[src/rtl/spi_bus_arbiter.sv]
// Round-robin owner arbiter for a shared SPI core with chip-select sequencing and an ownership watchdog.
// Optional: define SPI_ARB_PRIO_EN to give requester 0 fixed highest priority in arbitration.
module spi_bus_arbiter #(
   parameter int unsigned NUM_REQ = 4,
   parameter int unsigned NSS_NUM = 4,
   parameter int unsigned GAP_CYC = 4,
   parameter int unsigned TMO_W   = 16
) (
   input  logic                                 clk_i,
   input  logic                                 rst_i,
   input  logic [NUM_REQ-1:0]                   req_i,
   input  logic [NUM_REQ-1:0]                   rel_i,
   input  logic [NUM_REQ*$clog2(NSS_NUM)-1:0]   cs_map_i,
   input  logic [TMO_W-1:0]                     tmo_cfg_i,
   output logic [NUM_REQ-1:0]                   gnt_o,
   output logic [$clog2(NUM_REQ)-1:0]           owner_o,
   output logic                                 busy_o,
   output logic [NSS_NUM-1:0]                   nss_o,
   output logic                                 tmo_irq_o
);

   localparam int unsigned OW       = $clog2(NUM_REQ);
   localparam int unsigned CW       = $clog2(NSS_NUM);
   localparam int unsigned GAP_LAST = (GAP_CYC == 0) ? 0 : GAP_CYC - 1;
   localparam int unsigned GW       = (GAP_LAST < 2) ? 1 : $clog2(GAP_LAST + 1);

   typedef enum logic [1:0] {IDLE, SETUP, OWN, GAP} state_t;

   state_t               state_q, state_d;
   logic [OW-1:0]        owner_q, owner_d;
   logic [OW-1:0]        rr_q, rr_d;
   logic [CW-1:0]        cs_q, cs_d;
   logic [TMO_W-1:0]     tcnt_q, tcnt_d;
   logic [GW-1:0]        gcnt_q, gcnt_d;
   logic [NUM_REQ-1:0]   gnt_q, gnt_d;
   logic [NSS_NUM-1:0]   nss_q, nss_d;
   logic                 irq_q, irq_d;
   logic                 busy_q, busy_d;

   logic [CW-1:0]        cs_map [NUM_REQ];
   logic [OW-1:0]        cand, win;
   logic                 found;

   for (genvar k = 0; k < NUM_REQ; k++) begin : g_map
      assign cs_map[k] = cs_map_i[k*CW +: CW];
   end

   // Out-of-range indices match no bit, so no chip select is asserted.
   function automatic logic [NSS_NUM-1:0] cs_decode(input logic [CW-1:0] idx);
      logic [NSS_NUM-1:0] v;
      v = '1;
      for (int unsigned j = 0; j < NSS_NUM; j++) begin
         if (32'(idx) == j) v[j] = 1'b0;
      end
      return v;
   endfunction

   always_comb begin
      found = 1'b0;
      win   = '0;
      cand  = '0;
      for (int unsigned i = 1; i <= NUM_REQ; i++) begin
         cand = OW'((32'(rr_q) + i) % NUM_REQ);
         if (!found && req_i[cand]) begin
            found = 1'b1;
            win   = cand;
         end
      end
`ifdef SPI_ARB_PRIO_EN
      if (req_i[0]) begin
         found = 1'b1;
         win   = '0;
      end
`endif
   end

   always_comb begin
      state_d = state_q;
      owner_d = owner_q;
      rr_d    = rr_q;
      cs_d    = cs_q;
      tcnt_d  = tcnt_q;
      gcnt_d  = gcnt_q;
      gnt_d   = '0;
      nss_d   = nss_q;
      irq_d   = 1'b0;
      case (state_q)
         IDLE: begin
            nss_d = '1;
            if (found) begin
               owner_d = win;
               cs_d    = cs_map[win];
               nss_d   = cs_decode(cs_map[win]);
`ifdef SPI_ARB_PRIO_EN
               if (!req_i[0]) rr_d = win;
`else
               rr_d    = win;
`endif
               state_d = SETUP;
            end
         end
         SETUP: begin
            gnt_d[owner_q] = 1'b1;
            tcnt_d         = '0;
            state_d        = OWN;
         end
         OWN: begin
            // Release/abandon is checked first so it wins over a coincident timeout.
            if (rel_i[owner_q] || !req_i[owner_q]) begin
               state_d = GAP;
               nss_d   = '1;
               gcnt_d  = '0;
            end else if ((tmo_cfg_i != '0) && (tcnt_q == tmo_cfg_i - TMO_W'(1))) begin
               state_d = GAP;
               nss_d   = '1;
               gcnt_d  = '0;
               irq_d   = 1'b1;
            end else begin
               gnt_d[owner_q] = 1'b1;
               if (tcnt_q != '1) tcnt_d = tcnt_q + TMO_W'(1);
            end
         end
         GAP: begin
            nss_d = '1;
            if (gcnt_q == GW'(GAP_LAST)) state_d = IDLE;
            else                         gcnt_d  = gcnt_q + GW'(1);
         end
         default: state_d = IDLE;
      endcase
      busy_d = (state_d != IDLE);
   end

   always_ff @(posedge clk_i or posedge rst_i) begin
      if (rst_i) begin
         state_q <= IDLE;
         owner_q <= '0;
         rr_q    <= OW'(NUM_REQ - 1);
         cs_q    <= '0;
         tcnt_q  <= '0;
         gcnt_q  <= '0;
         gnt_q   <= '0;
         nss_q   <= '1;
         irq_q   <= 1'b0;
         busy_q  <= 1'b0;
      end else begin
         state_q <= state_d;
         owner_q <= owner_d;
         rr_q    <= rr_d;
         cs_q    <= cs_d;
         tcnt_q  <= tcnt_d;
         gcnt_q  <= gcnt_d;
         gnt_q   <= gnt_d;
         nss_q   <= nss_d;
         irq_q   <= irq_d;
         busy_q  <= busy_d;
      end
   end

   assign gnt_o     = gnt_q;
   assign owner_o   = owner_q;
   assign busy_o    = busy_q;
   assign nss_o     = nss_q;
   assign tmo_irq_o = irq_q;

endmodule

[config.mk]
export PLATFORM = sky130hd
export DESIGN_NAME = spi_bus_arbiter
export DESIGN_NICKNAME = d
export VERILOG_FILES = /design/src/rtl/spi_bus_arbiter.sv
export SDC_FILE = /design/constraint.sdc
export NUM_CORES = 1
export LEC_CHECK = 0
export BUFFER_PORTS_ARGS = -buffer_cell sky130_fd_sc_hd__buf_4
export CAP_MARGIN = 15
export CORE_UTILIZATION = 51
export CTS_CLUSTER_SIZE = 8
export DETAILED_ROUTE_END_ITERATION = 8
export PLACE_DENSITY = 0.77
export SKIP_CTS_REPAIR_TIMING = 1
export SLEW_MARGIN = 10
export SYNTH_ARGS = -nofsm -noshare
export SYNTH_HDL_FRONTEND = slang
export SYNTH_SLANG_ARGS = --single-unit
[constraint.sdc]
create_clock -name clk_i -period 2.21 [get_ports clk_i]
set_input_delay 0.221 -clock clk_i [delete_from_list [all_inputs] [get_ports clk_i]]
set_output_delay 0.221 -clock clk_i [all_outputs]
set_load 0.02 [all_outputs]
==> results of run 1 <==
==> per-stage QoR <==
step / std cells / hold WS [ns] / total power, W / worst slack, ns
floorplan: 293 / 0.358 / 0.00201 / -0.674
global placement: 455 / 0.349 / 0.00250 / -0.821
detailed placement: 455 / 0.353 / 0.00256 / -0.931
CTS: 463 / 0.0357 / 0.00305 / -0.635
global route: 467 / 0.0636 / 0.00335 / -0.592
finish: 467 / 0.0188 / 0.00316 / -0.577
==> worst max path at each step <==
stage | start | to | depth (start not counted)
3_3_place_gp | tmo_cfg_i[1] | nss_o[2] | 11
4_1_cts | tmo_cfg_i[1] | nss_o[2] | 13
5_1_grt | tmo_cfg_i[1] | nss_o[2] | 12
6_report | tmo_cfg_i[1] | nss_o[2] | 12
2_1_floorplan | tmo_cfg_i[1] | nss_o[0] | 11
3_5_place_dp | tmo_cfg_i[1] | nss_o[3] | 11
==> worst register-to-register path: stages (launching register included) <==
cell,delay [ns]
dfrtp_1,0.40
xnor2_1,0.37
xnor2_2,0.16
and4b_1,0.24
o221ai_1,0.16
nor4b_4,0.30
buf_4,0.18
a21oi_4,0.08
a21oi_4,0.21
mux2_4,0.32
==> kinds of logic (layout without fill, tap and decap cells) <==
kind of cell,after synthesis,in the layout,share of synthesized area
and+or+nand+nor,128,128,0.281
xor gates and xnor gates,17,17,0.0568
DFF,34,34,0.327
AOI/OAI and AO/OA,61,61,0.175
muxes,20,20,0.0801
adders and majority gates,8,8,0.0382
buffers and inverters,25,132,0.0420
==> layout make-up <==
type                       count  area share
tap                           67      0.0217
multi-input combinational    234       0.490
sequential                    34       0.222
clock buffer                   6      0.0214
timing repair buffer         105       0.219
clock inverter                 2     0.00324
inverter                      19      0.0230
==> metal layers <==
metal / vias up / wire (um)
li1: 1312 / -
met5: - / 0
met4: 0 / 235
met1: 1325 / 3120
met3: 25 / 293
met2: 97 / 4060
==> registers in the layout, indices dropped and copies added, names as in the netlist <==
register	flops
tcnt_q	16
gnt_o	4
nss_o	4
gcnt_q	2
owner_o	2
rr_q	2
state_q	2
busy_o	1
tmo_irq_o	1
==> report_power, final <==
group / switching, W / total [W] / internal, W
combinational: 0.000911 / 0.00174 / 0.000827
sequential: 0.000137 / 0.000930 / 0.000793
clock: 0.000242 / 0.000493 / 0.000251
total: 0.00129 / 0.00316 / 0.00187
==> Yosys cell counts, types with 3 or more instances <==
library cell / n / area [um^2]
xnor2_1: 8 / 70.1
dfrtp_1: 28 / 701
nand3_1: 13 / 65.1
and3_1: 3 / 18.8
dfstp_2: 6 / 158
nor3_1: 12 / 60.1
o21ai_0: 8 / 40.0
or4_1: 3 / 22.5
ha_1: 8 / 100
mux2i_1: 12 / 120
or2_2: 3 / 18.8
o41ai_1: 3 / 26.3
inv_1: 19 / 71.3
nand4_1: 9 / 56.3
nor4_1: 6 / 37.5
nand3b_1: 6 / 45.0
nor2b_1: 4 / 25.0
nand2b_1: 4 / 25.0
mux2_2: 8 / 90.1
a21oi_1: 15 / 75.1
a31oi_1: 3 / 18.8
or3_1: 3 / 18.8
xor2_1: 9 / 78.8
nor2_1: 18 / 67.6
nand2_1: 25 / 93.8
clkbuf_1: 3 / 11.3
a21o_1: 5 / 37.5
and2_1: 4 / 25.0
o221ai_1: 4 / 35.0
==> reports/qor.yml, run 1 <==
status: "finished, violations left"
violations: "setup timing"
placed_area_um2: 3510
area_growth_pct: 47.1
skew_ns: 0.0159
final_cell_mix: "96 x buf_4, 28 x dfrtp_1, 23 x nand2_1"
slew_headroom: 0.444
fin_util: 0.796
synthFlopType: "dfrtp_1"
synth_nets: 335
ys_async_sr_fraction: 1.00
required_ns: 2.42
nets: 441
antenna_cells: 0
rows: 25
grt_pass1_vias: 2643
clk_pin_slew_worst_paths_ns: 0.08
multi_input_area_um2: 1890
cts_tree: "yes"
critPathBufInv: 3
num_io_pins: 46
drc: 0
vdd_drop_max_mv: 0.748
regArea_um2: 858
tightest_slew_ns: 0.828
seq_area_frac_synth: 0.327
grt_use_total: 0.277
final_common_cell: "buf_4"
max_stage_delay_ns: 0.48
finalHoldViolations: 0
die_y_um: 73.7
rsz0062_at_grt: "yes"
cp_top_family: "simple AND/OR/NAND/NOR gates"
rr_endpoint: "nss_o[2]"
ys_types: 61
core_area_um2: 4850
clk_path_buf_depth: 2
max_freq_mhz: 359
cts-root-buf: "clkbuf_8"
cpMaxStageDelayCell: "or4b_4"
wl_mm: 7.71
numCtsBuffers: 5
yosysWarnings: 0
critPathKind: "input port to flip-flop"
start_util: 0.541
worst_setup_path_end_kind: "flip-flop"
post_drt_wl_per_cell_um: 16.5
final.fill_count: 302
synth_edf_count: 0
netlist_instances: 293
antenna_found_initial: 0
cts_sinks: 34
dieArea_um2: 5440
use_met1: 0.311
h-tree-depth: 2
insertion_delay_ns: 0.30
setup_viol: 28
place_hpwl_mm: 5.43
design_area_um2: 3860
syn_avg_cell_area_um2: 8.95
worstPathMaxFanout: 4
fin_crit_ns: 2.79
cap_violations: 0
grt_max_degree: 35
gr-total-overflow: 0
route.vias.total: 2759
cp.arrival_ns: 3.00
final-max-slew-violation-count: 0
finalSetupTns_ns: -12.94
path_common_cell: "a21oi_4"
gp_congestion: 0.858
busiest_layer: "met2"
grt_util_met2: 0.525
r2r_start: "tcnt_q[6]"
dr.pass1.iters: 4
die_x_um: 73.7
final.setup.worst_slack_ns: -0.577
min_period_over_period: 1.26
power-per-cell-area_nw_per_um2: 819
reg2reg_setup_slack_ns: -0.30
drtAntennaViolNets: 0
worstPathCellList: "buf_12, inv_12, ha_4, or4b_4, or3_4, a2111oi_4, nand3b_1, nor4b_4, buf_4, a21oi_4, a21oi_4, mux2_4"
ys_ff_latch: 34
synth_area_um2: 2620
port_buffers: 45
reg2reg_depth: 9
gr-usage-met3: 0.0412
grt_pass1_wl_mm: 11.4
avgViaCountPerCell: 5.91
hold_class: "input port to async pin"
drt_iter0_drc: 218
layout-drive-gt1-share: 0.430
start_kind: "input port"
power_leakage_nw: 1.69
Note: power is estimated with default switching activity, not from simulation.
==> run 2: changes to the inputs <==
--- a/config.mk
+++ b/config.mk
@@ -11,6 +11,7 @@
 export CTS_CLUSTER_SIZE = 8
 export DETAILED_ROUTE_END_ITERATION = 8
 export PLACE_DENSITY = 0.77
+export REMOVE_ABC_BUFFERS = 1
 export SKIP_CTS_REPAIR_TIMING = 1
 export SLEW_MARGIN = 10
 export SYNTH_ARGS = -nofsm -noshare
==> run 2 against run 1 <==
Net effect:
- the run still ends with setup timing left
- combinational power grew 5%
- largest cell class unchanged
- setup slack gained 0.054 ns
- largest power group unchanged
- critical path depth up 1
- clock skew decreased by 0.0093 ns
- non-clock buffer count up 3
- sequential share of layout area is 0.23 points higher
- critical path type unchanged
- final cell count grew 0.64%
- total power increased by 2.6%
==> reports/qor.yml, run 2 (synthesized netlist as in run 1, its figures left out) <==
cts_sinks: 34
cts_tree: "yes"
layout-drive-gt1-share: 0.427
netSwitchingPower_w: 0.00134
gr-total-overflow: 0
rsz0062_at_grt: "yes"
p_clk_frac: 0.150
fin_util: 0.788
setup_viol: 28
start_kind: "input port"
endpoint: "tcnt_q[8]"
drtAntennaViolNets: 0
reg2reg_setup_slack_ns: -0.30
die_y_um: 73.7
max_freq_mhz: 366
cap_violations: 0
insertion_delay_ns: 0.29
grt_use_total: 0.266
area_growth_pct: 45.6
largest_reg_flops: 16
cp-startpoint: "tmo_cfg_i[8]"
path_common_cell: "buf_6"
cp.arrival_ns: 2.95
cpMaxStageDelayCell: "or4_4"
r2r_start: "tcnt_q[9]"
tightest_slew_ns: 0.841
switching_share: 0.413
antenna_cells: 0
avgViaCountPerCell: 5.82
place_hpwl_mm: 5.20
core_area_um2: 4850
p_int_w: 0.00190
num_io_pins: 46
gp_congestion: 0.849
worstPathMaxFanout: 6
status: "finished, violations left"
violations: "setup timing"
reg2reg_depth: 11
wl_mm: 7.56
worst_setup_path_end_kind: "flip-flop"
power_leakage_nw: 1.70
port_buffers: 45
final_common_cell: "buf_4"
final.setup.worst_slack_ns: -0.523
hold_class: "input port to async pin"
rows: 25
worstPathCellList: "buf_6, or4_4, buf_6, or3_4, a2111oi_4, nand3b_1, nor4b_4, buf_4, buf_6, a21oi_4, buf_4, a31o_2, a21oi_1"
finalHoldViolations: 0
route.vias.total: 2737
top_register: "tcnt_q"
final_cell_mix: "99 x buf_4, 28 x dfrtp_1, 22 x nand2_1"
dr.pass1.iters: 5
slew_headroom: 0.435
grt_pass1_vias: 2556
dp.cells: 453
numCtsBuffers: 5
comb_power_share: 0.561
fin_crit_ns: 2.73
final-max-slew-violation-count: 0
vdd_drop_max_mv: 0.868
drc: 0
pre_cts_slack_ns: -0.947
power-per-cell-area_nw_per_um2: 849
max_stage_delay_ns: 0.54
start_util: 0.541
post_drt_wl_per_cell_um: 16.1
nets: 444
drt_iter0_drc: 251
dieArea_um2: 5440
instances_no_fill: 470
rr_endpoint: "tcnt_q[8]"
seqPwrFrac: 0.289
die_x_um: 73.7
cts-root-buf: "clkbuf_8"
antenna_found_initial: 0
required_ns: 2.43
min_period_over_period: 1.24
grt_pass1_wl_mm: 11.3
clk_path_buf_depth: 2
h-tree-depth: 2
critPathKind: "input port to flip-flop"
clk_pin_slew_worst_paths_ns: 0.08
skew_ns: 0.00661
grt_max_degree: 35
run 2: cell count changes in the layout (fill, tap and decap cells not counted), sizes merged:
cell | previous run | this run
inv | 18 | 19
buf | 105 | 108
clkinv | 2 | 1
run 2: power by group through the flow:
stage / clock network [W] / registers [W] / logic [W]
floorplan: 0 / 0.000993 / 0.000911
global placement: 0 / 0.000927 / 0.00146
detailed placement: 0 / 0.000935 / 0.00151
CTS: 0.000484 / 0.000927 / 0.00153
global route: 0.000517 / 0.000955 / 0.00196
finish: 0.000485 / 0.000938 / 0.00182
run 2: final cells by class:
class	count	area, um^2
sequential	34	858
multi-input combinational	234	1870
fill	313	1030
clock inverter	2	12.5
tap	67	83.8
clock buffer	6	82.6
timing repair buffer	108	845
inverter	19	71.3
run 2: metal layers:
metal  track usage  routed length [um]  vias up
met5             0                   0        -
met2         0.440                3860       75
met4        0.0641                  81        0
met1         0.366                3310     1341
li1              -                   -     1313
met3        0.0384                 316        8
run 2: how the worst min path moves through the flow:
stage	from	cells after the start	end	slack, ns
final	rst_i	3	tcnt_q[2]	0.02
after global routing	rst_i	3	tcnt_q[5]	0.06
after CTS	rst_i	3	tcnt_q[2]	0.04
after detailed placement	rst_i	3	tcnt_q[2]	0.35
after global placement	rst_i	3	tcnt_q[2]	0.34
after floorplan	rst_i	1	busy_o	0.36
run 2: metrics by stage:
stage	setup TNS, ns	hold slack, ns	total power, W	cell area, um^2
floorplan	-17.38	0.358	0.00190	2580
detailed placement	-23.56	0.348	0.00244	3410
global placement	-21.37	0.343	0.00239	3410
CTS	-15.13	0.0394	0.00294	3510
global route	-14.17	0.0602	0.00343	3820
finish	-11.95	0.0231	0.00324	3820
run 2: critical path, delay by kind of cell:
family / cells / cell delay, ns
compound gates: 4 / 0.72
buf+inv: 5 / 0.68
simple gates: 4 / 1.34
==> run 3: changes to the inputs <==
--- a/config.mk
+++ b/config.mk
@@ -11,6 +11,7 @@
 export CTS_CLUSTER_SIZE = 8
 export DETAILED_ROUTE_END_ITERATION = 8
 export PLACE_DENSITY = 0.77
+export RECOVER_POWER = 50
 export REMOVE_ABC_BUFFERS = 1
 export SKIP_CTS_REPAIR_TIMING = 1
 export SLEW_MARGIN = 10
==> run 3 against run 2 <==
Net effect:
- the run ends with capacitance limit, slew limit, setup timing left
- critical endpoint unchanged
- die area is the same
- clock skew shrank 0.00091 ns
- via count grew 0.51%
- fmax is essentially flat
- register-to-register slack is essentially flat
- hold slack gained 0.31 ns
- clock power is essentially flat
- non-clock buffer count is the same
- wire length shrank 0.48%
==> reports/qor.yml, run 3 (synthesized netlist as in run 1, its figures left out) <==
h-tree-depth: 2
required_ns: 2.43
cts_sinks: 34
p_int_w: 0.00190
critPathKind: "input port to flip-flop"
antenna_found_initial: 0
grt_pass1_vias: 2556
gr-total-overflow: 0
layout-drive-gt1-share: 0.424
cap_violations: 1
grt_max_degree: 35
netSwitchingPower_w: 0.00134
worst_setup_path_end_kind: "flip-flop"
slew_headroom: -0.208
min_period_over_period: 1.24
worstPathMaxFanout: 6
hold_class: "input port to flip-flop"
design_area_um2: 3820
cp-startpoint: "tmo_cfg_i[8]"
hold_depth: 4
whs_ns: 0.336
status: "finished, violations left"
drc: 0
wl_mm: 7.53
route.vias.total: 2751
dr.pass1.iters: 5
start_util: 0.541
die_x_um: 73.7
drtAntennaViolNets: 0
drt_iter0_drc: 203
seqPwrFrac: 0.289
pre_cts_slack_ns: -0.947
gp_congestion: 0.849
power_leakage_nw: 1.69
max_freq_mhz: 366
nets: 444
avgViaCountPerCell: 5.85
skew_ns: 0.00569
die_y_um: 73.7
area_growth_pct: 45.4
port_buffers: 45
clk_pin_slew_worst_paths_ns: 0.08
post_drt_wl_per_cell_um: 16.0
antenna_cells: 0
start_kind: "input port"
violations: "capacitance limit, slew limit, setup timing"
final_common_cell: "buf_4"
tightest_slew_ns: 1.81
cp.arrival_ns: 2.96
r2r_start: "tcnt_q[9]"
grt_pass1_wl_mm: 11.3
numCtsBuffers: 5
num_io_pins: 46
vdd_drop_max_mv: 0.871
rsz0062_at_grt: "yes"
grt_use_total: 0.266
top_register: "tcnt_q"
final.fill_count: 313
placed_area_um2: 3410
min_from: "req_i[3]"
power-per-cell-area_nw_per_um2: 849
final.setup.worst_slack_ns: -0.525
rows: 25
fin_crit_ns: 2.74
fin_util: 0.787
final_cell_mix: "97 x buf_4, 28 x dfrtp_1, 22 x nand2_1"
p_clk_frac: 0.151
finalSetupTns_ns: -11.91
cts_tree: "yes"
reg2reg_depth: 11
core_area_um2: 4850
comb_power_share: 0.560
largest_reg_flops: 16
insertion_delay_ns: 0.29
clk_path_buf_depth: 2
final-max-slew-violation-count: 35
place_hpwl_mm: 5.20
setup_viol: 28
cts-root-buf: "clkbuf_8"
dieArea_um2: 5440
switching_share: 0.413
finalHoldViolations: 0
run 3: cell count changes in the layout (fill, tap and decap cells not counted), sizes merged:
cell	delta
buf	-2
clkbuf	+2
run 3: cell type report:
cell class | instances | area (um^2) | area share
Tap cell | 67 | 83.8 | 0.0220
Clock buffer | 6 | 82.6 | 0.0216
Sequential cell | 34 | 858 | 0.225
Multi-Input combinational cell | 234 | 1870 | 0.489
Clock inverter | 2 | 12.5 | 0.00328
Timing Repair Buffer | 108 | 841 | 0.220
Inverter | 19 | 71.3 | 0.0187
run 3: power by group through the flow:
stage / combinational, W / clock, W / sequential [W]
after detailed placement: 0.00151 / 0 / 0.000935
after CTS: 0.00153 / 0.000484 / 0.000927
after global placement: 0.00146 / 0 / 0.000927
after global routing: 0.00196 / 0.000517 / 0.000955
final: 0.00181 / 0.000488 / 0.000937
after floorplan: 0.000911 / 0 / 0.000993
run 3: per-layer routing:
layer	wire, um	GRT usage	vias to the layer above
li1	-	-	1314
met1	3260	0.366	1340
met2	3830	0.440	85
met3	334	0.0384	12
met4	104	0.0641	0
met5	0	0	-
run 3: per-stage QoR:
| stage | cells | power [W] |
|---|---|---|
| after floorplan | 287 | 0.00190 |
| after global placement | 453 | 0.00239 |
| after detailed placement | 453 | 0.00244 |
| after CTS | 461 | 0.00294 |
| after global routing | 470 | 0.00343 |
| final | 470 | 0.00324 |
run 3: worst paths after layout:
check / end / slack, ns
hold / removal: state_q[1] / 0.34
max in group asynchronous: state_q[1] / 0.59
setup reg to reg: tcnt_q[8] / -0.30
min in group asynchronous: tcnt_q[2] / 0.57
hold reg to reg: gcnt_q[1] / 0.51
setup / recovery: tcnt_q[8] / -0.53
run 3: worst max-delay path, stage by stage:
cell	delay, ns
buf_6	0.09
or4_4	0.54
buf_6	0.14
or3_4	0.37
a2111oi_4	0.31
nand3b_1	0.16
nor4b_4	0.27
buf_4	0.19
buf_6	0.11
a21oi_4	0.07
buf_4	0.15
a31o_2	0.23
a21oi_1	0.11
